==> src/rtl/ethpipe_rx_slot_sched_pkg.sv <==
//------------------------------------------------------------------------------
// Module : ethpipe_rx_slot_sched_pkg
// Brief  : Shared widths and sizing helpers for the RX slot scheduler.
// Rev    : 1.0 - initial release
//------------------------------------------------------------------------------
`default_nettype none

package ethpipe_rx_slot_sched_pkg;

    localparam int LEN_W_DEFAULT = 11;
    localparam int TS_W_DEFAULT  = 64;

    function automatic int clog2(input int value);
        int r;
        r = 0;
        while ((1 << r) < value) r++;
        return r;
    endfunction

    // A single port still needs a 1-bit port field on the descriptor stream.
    function automatic int port_width(input int num_ports);
        return (num_ports <= 1) ? 1 : clog2(num_ports);
    endfunction

endpackage

`default_nettype wire

==> src/rtl/ethpipe_rx_slot_sched_rr_arb.sv <==
//------------------------------------------------------------------------------
// Module : ethpipe_rx_slot_sched_rr_arb
// Brief  : Combinational round-robin pick over a request vector, starting at 'start'.
// Rev    : 1.0 - initial release
//------------------------------------------------------------------------------
`default_nettype none

module ethpipe_rx_slot_sched_rr_arb #(
    parameter int NUM_PORTS = 2,
    parameter int PORT_W    = 1
) (
    input  logic [NUM_PORTS-1:0] req,
    input  logic [PORT_W-1:0]    start,
    output logic                 grant_valid,
    output logic [PORT_W-1:0]    grant_idx,
    output logic [NUM_PORTS-1:0] grant_oh
);

    logic [PORT_W-1:0] cand;

    // Walk offsets from farthest to nearest so the nearest requester wins last.
    always_comb begin
        grant_valid = 1'b0;
        grant_idx   = '0;
        grant_oh    = '0;
        cand        = '0;
        for (int k = NUM_PORTS - 1; k >= 0; k--) begin
            cand = PORT_W'((int'(start) + k) % NUM_PORTS);
            if (req[cand]) begin
                grant_valid    = 1'b1;
                grant_idx      = cand;
                grant_oh       = '0;
                grant_oh[cand] = 1'b1;
            end
        end
    end

endmodule

`default_nettype wire

==> src/rtl/ethpipe_rx_slot_sched.sv <==
//------------------------------------------------------------------------------
// Module : ethpipe_rx_slot_sched
// Brief  : N-port RX slot ring scheduler with timestamping and a round-robin
//          descriptor stream. Optional drop counters under ETHPIPE_RX_STATS_EN.
// Rev    : 1.0 - initial release
//------------------------------------------------------------------------------
`default_nettype none

module ethpipe_rx_slot_sched
    import ethpipe_rx_slot_sched_pkg::*;
#(
    parameter int  NUM_PORTS  = 2,
    parameter int  SLOT_DEPTH = 4,
    parameter int  LEN_W      = LEN_W_DEFAULT,
    parameter int  TS_W       = TS_W_DEFAULT,
    localparam int PORT_W     = port_width(NUM_PORTS),
    localparam int SLOT_W     = clog2(SLOT_DEPTH)
) (
    input  logic                        pci_clk,
    input  logic                        sys_rst_n,
    input  logic                        global_counter_rst,
    output logic [TS_W-1:0]             global_counter,
    input  logic [NUM_PORTS-1:0]        rx_complete,
    input  logic [NUM_PORTS*LEN_W-1:0]  rx_len,
    output logic [NUM_PORTS*SLOT_W-1:0] rx_wr_slot,
    output logic [NUM_PORTS-1:0]        rx_slot_empty,
    output logic                        desc_valid,
    input  logic                        desc_ready,
    output logic [PORT_W-1:0]           desc_port,
    output logic [SLOT_W-1:0]           desc_slot,
    output logic [LEN_W-1:0]            desc_len,
    output logic [TS_W-1:0]             desc_ts,
    input  logic                        rel_valid,
    input  logic [PORT_W-1:0]           rel_port,
    output logic [NUM_PORTS*32-1:0]     drop_cnt
);

    localparam int PTR_W = SLOT_W + 1;

    logic [PTR_W-1:0] wr_ptr  [NUM_PORTS];
    logic [PTR_W-1:0] iss_ptr [NUM_PORTS];
    logic [PTR_W-1:0] acc_ptr [NUM_PORTS];
    logic [PTR_W-1:0] rel_ptr [NUM_PORTS];
    logic [LEN_W-1:0] len_mem [NUM_PORTS][SLOT_DEPTH];
    logic [TS_W-1:0]  ts_mem  [NUM_PORTS][SLOT_DEPTH];

    logic [NUM_PORTS-1:0] full, pending, do_wr, do_acc, do_rel, drop;
    logic                 load;
    logic                 grant_valid;
    logic [PORT_W-1:0]    grant_idx;
    logic [NUM_PORTS-1:0] grant_oh;
    logic [SLOT_W-1:0]    grant_slot;
    logic [PORT_W-1:0]    rr_start;

    // Fullness uses registered pointers only, so a same-cycle release cannot rescue a frame.
    always_comb begin
        full    = '0;
        pending = '0;
        do_wr   = '0;
        do_acc  = '0;
        do_rel  = '0;
        drop    = '0;
        for (int p = 0; p < NUM_PORTS; p++) begin
            full[p]    = PTR_W'(wr_ptr[p] - rel_ptr[p]) == PTR_W'(SLOT_DEPTH);
            pending[p] = wr_ptr[p] != iss_ptr[p];
            do_wr[p]   = rx_complete[p] && !full[p];
            drop[p]    = rx_complete[p] && full[p];
            do_acc[p]  = desc_valid && desc_ready && (desc_port == PORT_W'(p));
            do_rel[p]  = rel_valid && (rel_port == PORT_W'(p)) && (rel_ptr[p] != acc_ptr[p]);
        end
    end

    assign load       = !desc_valid || desc_ready;
    assign grant_slot = iss_ptr[grant_idx][SLOT_W-1:0];

    ethpipe_rx_slot_sched_rr_arb #(
        .NUM_PORTS (NUM_PORTS),
        .PORT_W    (PORT_W)
    ) u_arb (
        .req         (pending),
        .start       (rr_start),
        .grant_valid (grant_valid),
        .grant_idx   (grant_idx),
        .grant_oh    (grant_oh)
    );

    always_ff @(posedge pci_clk or negedge sys_rst_n) begin
        if (!sys_rst_n) begin
            global_counter <= '0;
            for (int p = 0; p < NUM_PORTS; p++) begin
                wr_ptr[p]  <= '0;
                iss_ptr[p] <= '0;
                acc_ptr[p] <= '0;
                rel_ptr[p] <= '0;
            end
            desc_valid <= 1'b0;
            desc_port  <= '0;
            desc_slot  <= '0;
            desc_len   <= '0;
            desc_ts    <= '0;
            rr_start   <= '0;
        end else begin
            global_counter <= global_counter_rst ? '0 : global_counter + TS_W'(1);
            for (int p = 0; p < NUM_PORTS; p++) begin
                if (do_wr[p])                            wr_ptr[p]  <= wr_ptr[p]  + PTR_W'(1);
                if (do_acc[p])                           acc_ptr[p] <= acc_ptr[p] + PTR_W'(1);
                if (do_rel[p])                           rel_ptr[p] <= rel_ptr[p] + PTR_W'(1);
                if (load && grant_valid && grant_oh[p])  iss_ptr[p] <= iss_ptr[p] + PTR_W'(1);
            end
            if (load) begin
                desc_valid <= grant_valid;
                if (grant_valid) begin
                    desc_port <= grant_idx;
                    desc_slot <= grant_slot;
                    desc_len  <= len_mem[grant_idx][grant_slot];
                    desc_ts   <= ts_mem[grant_idx][grant_slot];
                    rr_start  <= (int'(grant_idx) == NUM_PORTS - 1) ? '0 : grant_idx + PORT_W'(1);
                end
            end
        end
    end

    always_ff @(posedge pci_clk) begin
        for (int p = 0; p < NUM_PORTS; p++) begin
            if (do_wr[p]) begin
                len_mem[p][wr_ptr[p][SLOT_W-1:0]] <= rx_len[p*LEN_W +: LEN_W];
                ts_mem[p][wr_ptr[p][SLOT_W-1:0]]  <= global_counter;
            end
        end
    end

    for (genvar p = 0; p < NUM_PORTS; p++) begin : g_port
        assign rx_wr_slot[p*SLOT_W +: SLOT_W] = wr_ptr[p][SLOT_W-1:0];
        assign rx_slot_empty[p]               = !full[p];
    end

`ifdef ETHPIPE_RX_STATS_EN
    logic [31:0] drop_q [NUM_PORTS];

    always_ff @(posedge pci_clk or negedge sys_rst_n) begin
        if (!sys_rst_n) begin
            for (int p = 0; p < NUM_PORTS; p++) drop_q[p] <= '0;
        end else begin
            for (int p = 0; p < NUM_PORTS; p++) begin
                if (drop[p] && (drop_q[p] != 32'hFFFF_FFFF)) drop_q[p] <= drop_q[p] + 32'd1;
            end
        end
    end

    for (genvar p = 0; p < NUM_PORTS; p++) begin : g_drop
        assign drop_cnt[p*32 +: 32] = drop_q[p];
    end
`else
    logic unused_drop;
    assign unused_drop = ^drop;
    assign drop_cnt    = '0;
`endif

endmodule

`default_nettype wire

==> config.mk <==
export PLATFORM = sky130hd
export DESIGN_NAME = ethpipe_rx_slot_sched
export DESIGN_NICKNAME = d
export VERILOG_FILES = /design/src/rtl/ethpipe_rx_slot_sched_pkg.sv /design/src/rtl/ethpipe_rx_slot_sched_rr_arb.sv /design/src/rtl/ethpipe_rx_slot_sched.sv
export SDC_FILE = /design/constraint.sdc
export NUM_CORES = 1
export LEC_CHECK = 0
export ABC_AREA = 1
export CAP_MARGIN = 20
export CORE_MARGIN = 1.5
export CORE_UTILIZATION = 55
export DETAILED_ROUTE_END_ITERATION = 12
export HOLD_SLACK_MARGIN = 0.05
export PLACE_DENSITY_LB_ADDON = 0.08
export SYNTH_ARGS = -nofsm -noshare
export SYNTH_HDL_FRONTEND = slang
export SYNTH_HIERARCHICAL = 1
export SYNTH_SLANG_ARGS = --single-unit
==> constraint.sdc <==
create_clock -name pci_clk -period 7.3 [get_ports pci_clk]
set_input_delay 1.095 -clock pci_clk [delete_from_list [all_inputs] [get_ports pci_clk]]
set_output_delay 1.095 -clock pci_clk [all_outputs]
set_load 0.05 [all_outputs]
==> results of run 1 <==
critical path: stages, from the launching register on:
cell and delay [ps]:
sky130_fd_sc_hd__dfrtp_1 460, sky130_fd_sc_hd__xnor2_1 200, sky130_fd_sc_hd__nand3_1 90, sky130_fd_sc_hd__inv_1 100, sky130_fd_sc_hd__nor2_1 80, sky130_fd_sc_hd__nor2_4 110, sky130_fd_sc_hd__buf_12 620, sky130_fd_sc_hd__inv_8 470
sky130_fd_sc_hd__buf_12 540, sky130_fd_sc_hd__nor2_1 190, sky130_fd_sc_hd__o21ai_0 110, sky130_fd_sc_hd__nand3_1 150, sky130_fd_sc_hd__a31oi_1 100
sequential cells by signal, summed over array words and instances (netlist names), 2 cells and up:
register,count
global_counter,64
rx_wr_slot,4
acc_ptr,6
desc_len,11
rel_ptr,6
desc_ts,64
wr_ptr,2
desc_slot,2
ts_mem,512
iss_ptr,6
len_mem,88
cell type report:
class / count / area (um2)
clock buffers: 119 / 2392
clock inverters: 28 / 264.0
fillers: 4499 / 20750
inverters: 104 / 400.4
multi-input cells: 1900 / 8643
flip-flops and latches: 768 / 22220
well taps: 765 / 957.2
repair buffers: 210 / 2063
power by group through the flow:
stage          Combinational, uW  Clock, uW  Sequential (uW)
4_1_cts                     8710       4120             6300
5_1_grt                     9530       4290             6380
3_3_place_gp                8480          0             6350
3_5_place_dp                8670          0             6370
6_report                    8690       4070             6290
2_1_floorplan               5530          0             7110
per-layer routing:
metal | GRT usage, % | vias up | wire (um)
li1 | - | 10181 | -
met1 | 36.51 | 10768 | 33990
met2 | 44.59 | 699 | 38930
met3 | 3.914 | 150 | 4200
met4 | 8.370 | 0 | 2116
met5 | 0 | - | 0
placed cells by master (no fill, tap or decap), types with 18 or more instances in the layout:
master,n
sky130_fd_sc_hd__nand2_1,688
sky130_fd_sc_hd__edfxtp_1,600
sky130_fd_sc_hd__nand3_1,412
sky130_fd_sc_hd__nor2_1,403
sky130_fd_sc_hd__clkdlybuf4s50_1,177
sky130_fd_sc_hd__dfrtp_1,168
sky130_fd_sc_hd__inv_1,99
sky130_fd_sc_hd__clkbuf_16,83
sky130_fd_sc_hd__a31oi_1,75
sky130_fd_sc_hd__o21ai_1,67
sky130_fd_sc_hd__conb_1,64
sky130_fd_sc_hd__a21oi_1,35
sky130_fd_sc_hd__o21ai_0,34
sky130_fd_sc_hd__buf_4,29
sky130_fd_sc_hd__xnor2_1,24
sky130_fd_sc_hd__ha_1,19
sky130_fd_sc_hd__clkbuf_8,19
sky130_fd_sc_hd__clkbuf_1,18
metrics by stage:
step                setup WS (ps)  total power (uW)
CTS                          3469             19130
global placement             3588             14840
detailed placement           3479             15050
floorplan                    1940             12640
finish                       3400             19040
global route                 3212             20200
path summary, 6_finish.rpt:
check / end / slack (ps)
worst max-delay path: desc_ts[16]$_DFFE_PN0P_ / 3400
worst min-delay path: desc_slot[1]$_DFFE_PN0P_ / 500
worst max register to register: desc_ts[16]$_DFFE_PN0P_ / 3400
worst min register to register: desc_slot[1]$_DFFE_PN0P_ / 500
max in group asynchronous: desc_ts[46]$_DFFE_PN0P_ / 5590
min in group asynchronous: desc_slot[0]$_DFFE_PN0P_ / 530
kinds of logic after synthesis:
logic type	after synthesis	share of synthesized area, %
buffers and inverters	311	4.916
and+or+nand+nor	1560	20.33
DFF	768	69.19
muxes	3	0.1052
adders and majority gates	19	0.7402
xor gates and xnor gates	28	0.7636
AOI/OAI and AO/OA	226	3.946
other	1	0.01168
==> reports/qor.txt, run 1 <==
PLACE
------------------------------------------------------------------------------------
Dpl cells .............................................................         3747
Buffers added on ports ................................................          178
Weighted congestion at the end of routability-driven global placement .       0.9119
Placed Area ...........................................................    34290 um2
Detailed placement HPWL ...............................................     44780 um

CLOCK NETWORK
------------------------------------------------------------------------------------
Post_cts resized ......................................................            0
Post-CTS setup buffer count ...........................................            0
Total number of clock tree sinks ......................................          768
CTS Root Cell ......................................................... sky130_fd_sc_hd__clkbuf_16
Number of buffers created by CTS ......................................           79
Largest buffer count on any clock path ................................            3
Clock Latency Late Sink ...............................................       630 ps
Number of buffers inserted for hold repair after clock tree synthesis .            0
TritonCTS clock tree ..................................................          yes
Deepest level of the CTS H-tree .......................................            3
Clock slew at reported path FFs .......................................        60 ps

DRT
------------------------------------------------------------------------------------
DRC marker count from the first detailed-route iteration ..............         1865
Number of remaining DRC errors ........................................            0
Per-cell routed wire length ...........................................     20.35 um
Number of routed nets with antenna violations .........................            0
Vias per std cell .....................................................        5.598
Vias after detailed routing ...........................................        21798
Count of TritonRoute iterations in the first routing pass .............            5
Wire length after detailed routing ....................................     79240 um

CRITICAL PATH
------------------------------------------------------------------------------------
Worst r2r src ......................................................... rx_wr_slot[1]$_DFFE_PN0N_
Crit end category .....................................................         flop
First element of the critical path .................................... rx_wr_slot[1]$_DFFE_PN0N_
Req. time, crit path ..................................................      7770 ps
Classification of the worst setup path ................................ flop to flop
Maximum fanout along the worst path ...................................          213
Type of origin of the critical path ...................................         flop
Arr. time, crit path ..................................................      4370 ps
Worst reg2reg path depth ..............................................           12

STA
------------------------------------------------------------------------------------
Slew at the pin with the worst max-slew slack .........................      1177 ps
Clock Skew ............................................................     22.83 ps
Final Slew Violations .................................................            0
Tmin final ............................................................      3900 ps
Tightest slew margin relative to the limit ............................       21.53%
Number of failing hold endpoints at the final stage ...................            0
Tightest hold margin ..................................................     495.3 ps
Setup tns final .......................................................         0 ps
Final period utilization ..............................................       53.42%
Setup repair after global routing missed its margin ...................        false
Maximum frequency from static timing analysis .........................    256.4 MHz
Final Setup Violations ................................................            0

FLOORPLANNING
------------------------------------------------------------------------------------
Core region area ......................................................    57700 um2
Number of standard-cell rows in the floorplan .........................           88
Horizontal extent of the die ..........................................     244.7 um
Die extent in y .......................................................     244.7 um
Initial core utilization ..............................................       55.67%
Number of placed I/O pins .............................................          243
Total die area ........................................................    59850 um2

YOSYS
------------------------------------------------------------------------------------
Post-Synthesis Cell Area ..............................................    32120 um2
#FFs+latches synth ....................................................          768
Gate Count Post-Synth .................................................         2916
Top_reg_cell synth .................................................... sky130_fd_sc_hd__edfxtp_1
Top-area cell type share of the netlist area ..........................       56.10%
Register area share after synthesis ...................................       69.19%
Top cells by instance count after synthesis ........................... 688 x sky130_fd_sc_hd__nand2_1, 600 x sky130_fd_sc_hd__edfxtp_1, 412 x sky130_fd_sc_hd__nand3_1, 412 x sky130_fd_sc_hd__nor2_1, 168 x sky130_fd_sc_hd__dfrtp_1
Most frequently used cell type in the post-synthesis netlist .......... sky130_fd_sc_hd__nand2_1
Average footprint of a synthesized cell ...............................    11.01 um2
Post-synth EDFFs ......................................................          600
Synth cell types ......................................................           36
Fraction of registers with async set or reset after synthesis .........       21.88%
Top cell type by total area after synthesis ........................... sky130_fd_sc_hd__edfxtp_1
Warning count from the yosys run ......................................            6
Cells taking the most area after synthesis ............................ sky130_fd_sc_hd__edfxtp_1 56%, sky130_fd_sc_hd__dfrtp_1 13%, sky130_fd_sc_hd__nand2_1 8.0%, sky130_fd_sc_hd__nand3_1 6.4%, sky130_fd_sc_hd__nor2_1 4.8%

FINAL LAYOUT
------------------------------------------------------------------------------------
Share of cells above drive strength 1 .................................       6.296%
Final core area utilization ...........................................       64.03%
Final #Nets ...........................................................         3112
Area growth from synthesis to final layout ............................       15.02%
Non-Filler Cell Area, Final ...........................................    36940 um2
Count of inserted antenna diode cells .................................            0
Final std cells w/o fill ..............................................         3894

MIN PATH
------------------------------------------------------------------------------------
Hold-critical path depth ..............................................            2
Hold_sp ............................................................... desc_slot[1]$_DFFE_PN0P_
Path type of the worst min-delay path ................................. flop to flop

GRT
------------------------------------------------------------------------------------
Initial antenna violation count .......................................            0
Final global-route overflow total .....................................            0
Global router's overall resource usage ................................       26.74%
Via count of the first global-routing pass ............................        21206
Pin count of the biggest net entering global routing ..................          214
First-pass GRT wire length ............................................    122500 um

PWR
------------------------------------------------------------------------------------
Sw Pwr ................................................................      8276 uW
Clock Power Share .....................................................        21.4%
Internal power contribution ...........................................     10770 uW
Worst-case vdd ir drop ................................................     1.465 mV
Leakage power .........................................................   0.01401 uW
Proportion of power drawn by flip-flops and latches ...................        33.0%
Switching Share .......................................................       43.46%
Part of the power in combinational logic ..............................        45.6%
Power density of the placed cells ..................................... 515.5 nW/um2

JOB
------------------------------------------------------------------------------------
Max_cap viols .........................................................            0

OUTCOME
------------------------------------------------------------------------------------
Outcome ...............................................................    completed

No activity file was read; power rests on OpenSTA's default activity.
==> run 2: changes to the inputs <==
==> constraint.sdc (replaced) <==
create_clock -name pci_clk -period 3.6 [get_ports pci_clk]
set_input_delay 0.54 -clock pci_clk [delete_from_list [all_inputs] [get_ports pci_clk]]
set_output_delay 0.54 -clock pci_clk [all_outputs]
set_load 0.05 [all_outputs]
==> run 2 against run 1 <==
  * Critical path depth shrank 4
  * Sequential power increased by 100%
  * Power grew 100%
  * Register-to-register slack got worse by 2700 ps
  * Utilization grew 0.53 points
  * Sequential share of layout area fell by 0.50 points
  * Combinational power grew 110%
  * Final area rose by 0.83%
  * Setup slack got worse by 3000 ps
  * Clock skew decreased by 3.9 ps
  * Die area unchanged
==> reports/qor.txt, run 2 (synthesis results as in run 1) <==
DRT
------------------------------------------------------------------------------------
Vias after detailed routing ...........................................        21755   was 21798
Vias per std cell .....................................................        5.560   was 5.598
Wire length after detailed routing ....................................     78900 um   was 79240 um
Per-cell routed wire length ...........................................     20.16 um   was 20.35 um
Count of TritonRoute iterations in the first routing pass .............            5   unchanged
Number of routed nets with antenna violations .........................            0   unchanged
DRC marker count from the first detailed-route iteration ..............         1858   was 1865
Number of remaining DRC errors ........................................            0   unchanged

PWR
------------------------------------------------------------------------------------
Clock Power Share .....................................................        20.6%   was 21.4%
Worst-case vdd ir drop ................................................     1.491 mV   was 1.465 mV
Power density of the placed cells .....................................  1040 nW/um2   was 515.5 nW/um2
Total power after layout ..............................................     38720 uW   was 19040 uW
Proportion of power drawn by flip-flops and latches ...................        32.8%   was 33.0%
Part of the power in combinational logic ..............................        46.6%   was 45.6%
Leakage power .........................................................   0.01412 uW   was 0.01401 uW
Switching Share .......................................................       43.35%   was 43.46%
Internal power contribution ...........................................     21940 uW   was 10770 uW
Sw Pwr ................................................................     16790 uW   was 8276 uW

CLOCK NETWORK
------------------------------------------------------------------------------------
Number of buffers created by CTS ......................................           78   was 79
Clock Latency Late Sink ...............................................       620 ps   was 630 ps
Post-CTS setup buffer count ...........................................            0   unchanged
TritonCTS clock tree ..................................................          yes   unchanged
Total number of clock tree sinks ......................................          768   unchanged
Number of buffers inserted for hold repair after clock tree synthesis .            1   was 0
Largest buffer count on any clock path ................................            3   unchanged
Deepest level of the CTS H-tree .......................................            3   unchanged
Clock slew at reported path FFs .......................................        50 ps   was 60 ps
CTS Root Cell ......................................................... sky130_fd_sc_hd__clkbuf_16   unchanged
Post_cts resized ......................................................            0   unchanged

FINAL LAYOUT
------------------------------------------------------------------------------------
Final std cells w/o fill ..............................................         3913   was 3894
Non-Filler Cell Area, Final ...........................................    37250 um2   was 36940 um2
Leading cell type in the layout, fill and taps excluded ............... sky130_fd_sc_hd__nand2_1   unchanged
Final #Nets ...........................................................         3131   was 3112
Share of cells above drive strength 1 .................................       6.578%   was 6.296%
Area growth from synthesis to final layout ............................       15.98%   was 15.02%
Max reg flops .........................................................          512   unchanged
Most frequent cells in the layout ..................................... 688 x sky130_fd_sc_hd__nand2_1, 600 x sky130_fd_sc_hd__edfxtp_1, 412 x sky130_fd_sc_hd__nand3_1   unchanged

MIN PATH
------------------------------------------------------------------------------------
Hold_sp ............................................................... desc_slot[1]$_DFFE_PN0P_   unchanged
Path type of the worst min-delay path ................................. flop to flop   unchanged

CRITICAL PATH
------------------------------------------------------------------------------------
Type of origin of the critical path ...................................         flop   unchanged
Worst path slowest cell ............................................... sky130_fd_sc_hd__clkdlybuf4s50_1   was sky130_fd_sc_hd__buf_12
First element of the critical path .................................... rx_wr_slot[0]$_DFFE_PN0N_   was rx_wr_slot[1]$_DFFE_PN0N_
Largest stage delay, worst path .......................................       870 ps   was 620 ps
Classification of the worst setup path ................................ flop to output pin   was flop to flop
Cell class contributing the biggest share of worst-path delay ......... buffers and inverters   unchanged
Worst r2r src ......................................................... rx_wr_slot[1]$_DFFE_PN0N_   unchanged
Worst Path Buf+Inv ....................................................            3   was 4
Req. time, crit path ..................................................      3060 ps   was 7770 ps
Cells along the critical path ......................................... inv_1 -> ha_1 -> inv_1 -> nand2_1 -> nand2_1 -> nand2_1 -> nand4_1 -> clkdlybuf4s50_1   was xnor2_1 -> nand3_1 -> inv_1 -> nor2_1 -> nor2_4 -> buf_12 -> inv_8 -> buf_12 -> nor2_1 -> o21ai_0 -> nand3_1 -> a31oi_1
Maximum fanout along the worst path ...................................            6   was 213
Arr. time, crit path ..................................................      2630 ps   was 4370 ps
Crit end category .....................................................   output pin   was flop
Crit-path most repeated cell .......................................... sky130_fd_sc_hd__nand2_1

GRT
------------------------------------------------------------------------------------
Via count of the first global-routing pass ............................        21240   was 21206
Global router's overall resource usage ................................       26.81%   was 26.74%
Initial antenna violation count .......................................            1   was 0
Pin count of the biggest net entering global routing ..................          169   was 214
First-pass GRT wire length ............................................    122800 um   was 122500 um
Final global-route overflow total .....................................            0   unchanged

STA
------------------------------------------------------------------------------------
Final period utilization ..............................................       88.10%
Tightest slew margin relative to the limit ............................       39.67%   was 21.53%
Tightest hold margin ..................................................     485.6 ps   was 495.3 ps
Final Slew Violations .................................................            0   unchanged
Setup repair after global routing missed its margin ...................        false   unchanged
Tmin final ............................................................      3172 ps
Slew at the pin with the worst max-slew slack .........................     904.9 ps   was 1177 ps
Clock Skew ............................................................     18.97 ps   was 22.83 ps
Maximum frequency from static timing analysis .........................    315.3 MHz
Number of failing hold endpoints at the final stage ...................            0   unchanged
Final Setup Violations ................................................            0   unchanged

PLACE
------------------------------------------------------------------------------------
Dpl cells .............................................................         3766   was 3747
Placed Area ...........................................................    34720 um2   was 34290 um2
Buffers added on ports ................................................          178   unchanged
Weighted congestion at the end of routability-driven global placement .       0.9112   was 0.9119
Detailed placement HPWL ...............................................     46090 um   was 44780 um

FLOORPLANNING
------------------------------------------------------------------------------------
Die extent in y .......................................................     244.7 um   unchanged
Number of standard-cell rows in the floorplan .........................           88   unchanged
Initial core utilization ..............................................       55.67%   unchanged
Total die area ........................................................    59850 um2   unchanged
Number of placed I/O pins .............................................          243   unchanged
Core region area ......................................................    57700 um2   unchanged
Horizontal extent of the die ..........................................     244.7 um   unchanged

OUTCOME
------------------------------------------------------------------------------------
Outcome ...............................................................    completed   unchanged

JOB
------------------------------------------------------------------------------------
Max_cap viols .........................................................            0   unchanged

==> run 2: cell types whose count changed in the layout (fill, tap and decap cells not counted), moves of 2 or more <==
| cell | before | now |
|---|---|---|
| sky130_fd_sc_hd__clkbuf_16 | 83 | 79 |
| sky130_fd_sc_hd__buf_12 | 3 | 26 |
| sky130_fd_sc_hd__clkbuf_1 | 18 | 22 |
| sky130_fd_sc_hd__clkinv_8 | 2 | 0 |
| sky130_fd_sc_hd__clkinv_1 | 6 | 9 |
| sky130_fd_sc_hd__inv_6 | 0 | 6 |
| sky130_fd_sc_hd__buf_4 | 29 | 25 |
| sky130_fd_sc_hd__clkbuf_8 | 19 | 13 |
| sky130_fd_sc_hd__clkinv_2 | 14 | 12 |
==> run 2: final timing paths <==
path / slack (ps) / depth (start not counted) / end
hold / removal: 490 / 2 / desc_slot[1]$_DFFE_PN0P_
setup reg to reg: 700 / 11 / desc_ts[56]$_DFFE_PN0P_
max in group asynchronous: 2120 / 3 / desc_ts[55]$_DFFE_PN0P_
min in group asynchronous: 550 / 2 / desc_ts[13]$_DFFE_PN0P_
setup / recovery: 430 / 8 / rx_slot_empty[0]
hold reg to reg: 490 / 2 / desc_slot[1]$_DFFE_PN0P_
==> run 2: tightest hold or removal path: stages (launching register included) <==
cell                      delay (ps)
sky130_fd_sc_hd__dfrtp_1         340
sky130_fd_sc_hd__nand2_1          50
sky130_fd_sc_hd__o21ai_0          60
==> run 2: metal layers <==
layer | routed length [um] | GRT usage, % | up-vias
met3 | 4292 | 3.411 | 125
li1 | - | - | 10225
met2 | 39240 | 44.83 | 665
met4 | 1765 | 7.843 | 0
met5 | 0 | 0 | -
met1 | 33600 | 37.08 | 10740
==> run 2: final cells by class <==
cell class / instances / area, um2
Fill cell: 4520 / 20450
Sequential cell: 768 / 22220
Tap cell: 765 / 957.2
Multi-Input combinational cell: 1900 / 8643
Clock buffer: 113 / 2225
Antenna cell: 1 / 2.502
Clock inverter: 32 / 296.5
Timing Repair Buffer: 230 / 2504
Inverter: 104 / 400.4
==> run 2: metrics by stage <==
step | TNS (ps) | setup WS, ps | util, %
after floorplan | -334900 | -558.6 | -
after global placement | 0 | 874.2 | 60.17
after detailed placement | 0 | 805.4 | 60.17
after CTS | 0 | 397.8 | 64.56
after global routing | 0 | 296.8 | 64.56
final | 0 | 428.3 | 64.56
==> run 2: power by group through the flow <==
stage	sequential [uW]	combinational, uW	clock, uW
6_report	12700	18000	7960
5_1_grt	12900	19800	8440
4_1_cts	12700	18100	8090
3_5_place_dp	12900	18000	0
3_3_place_gp	12800	17600	0
2_1_floorplan	14300	11200	0
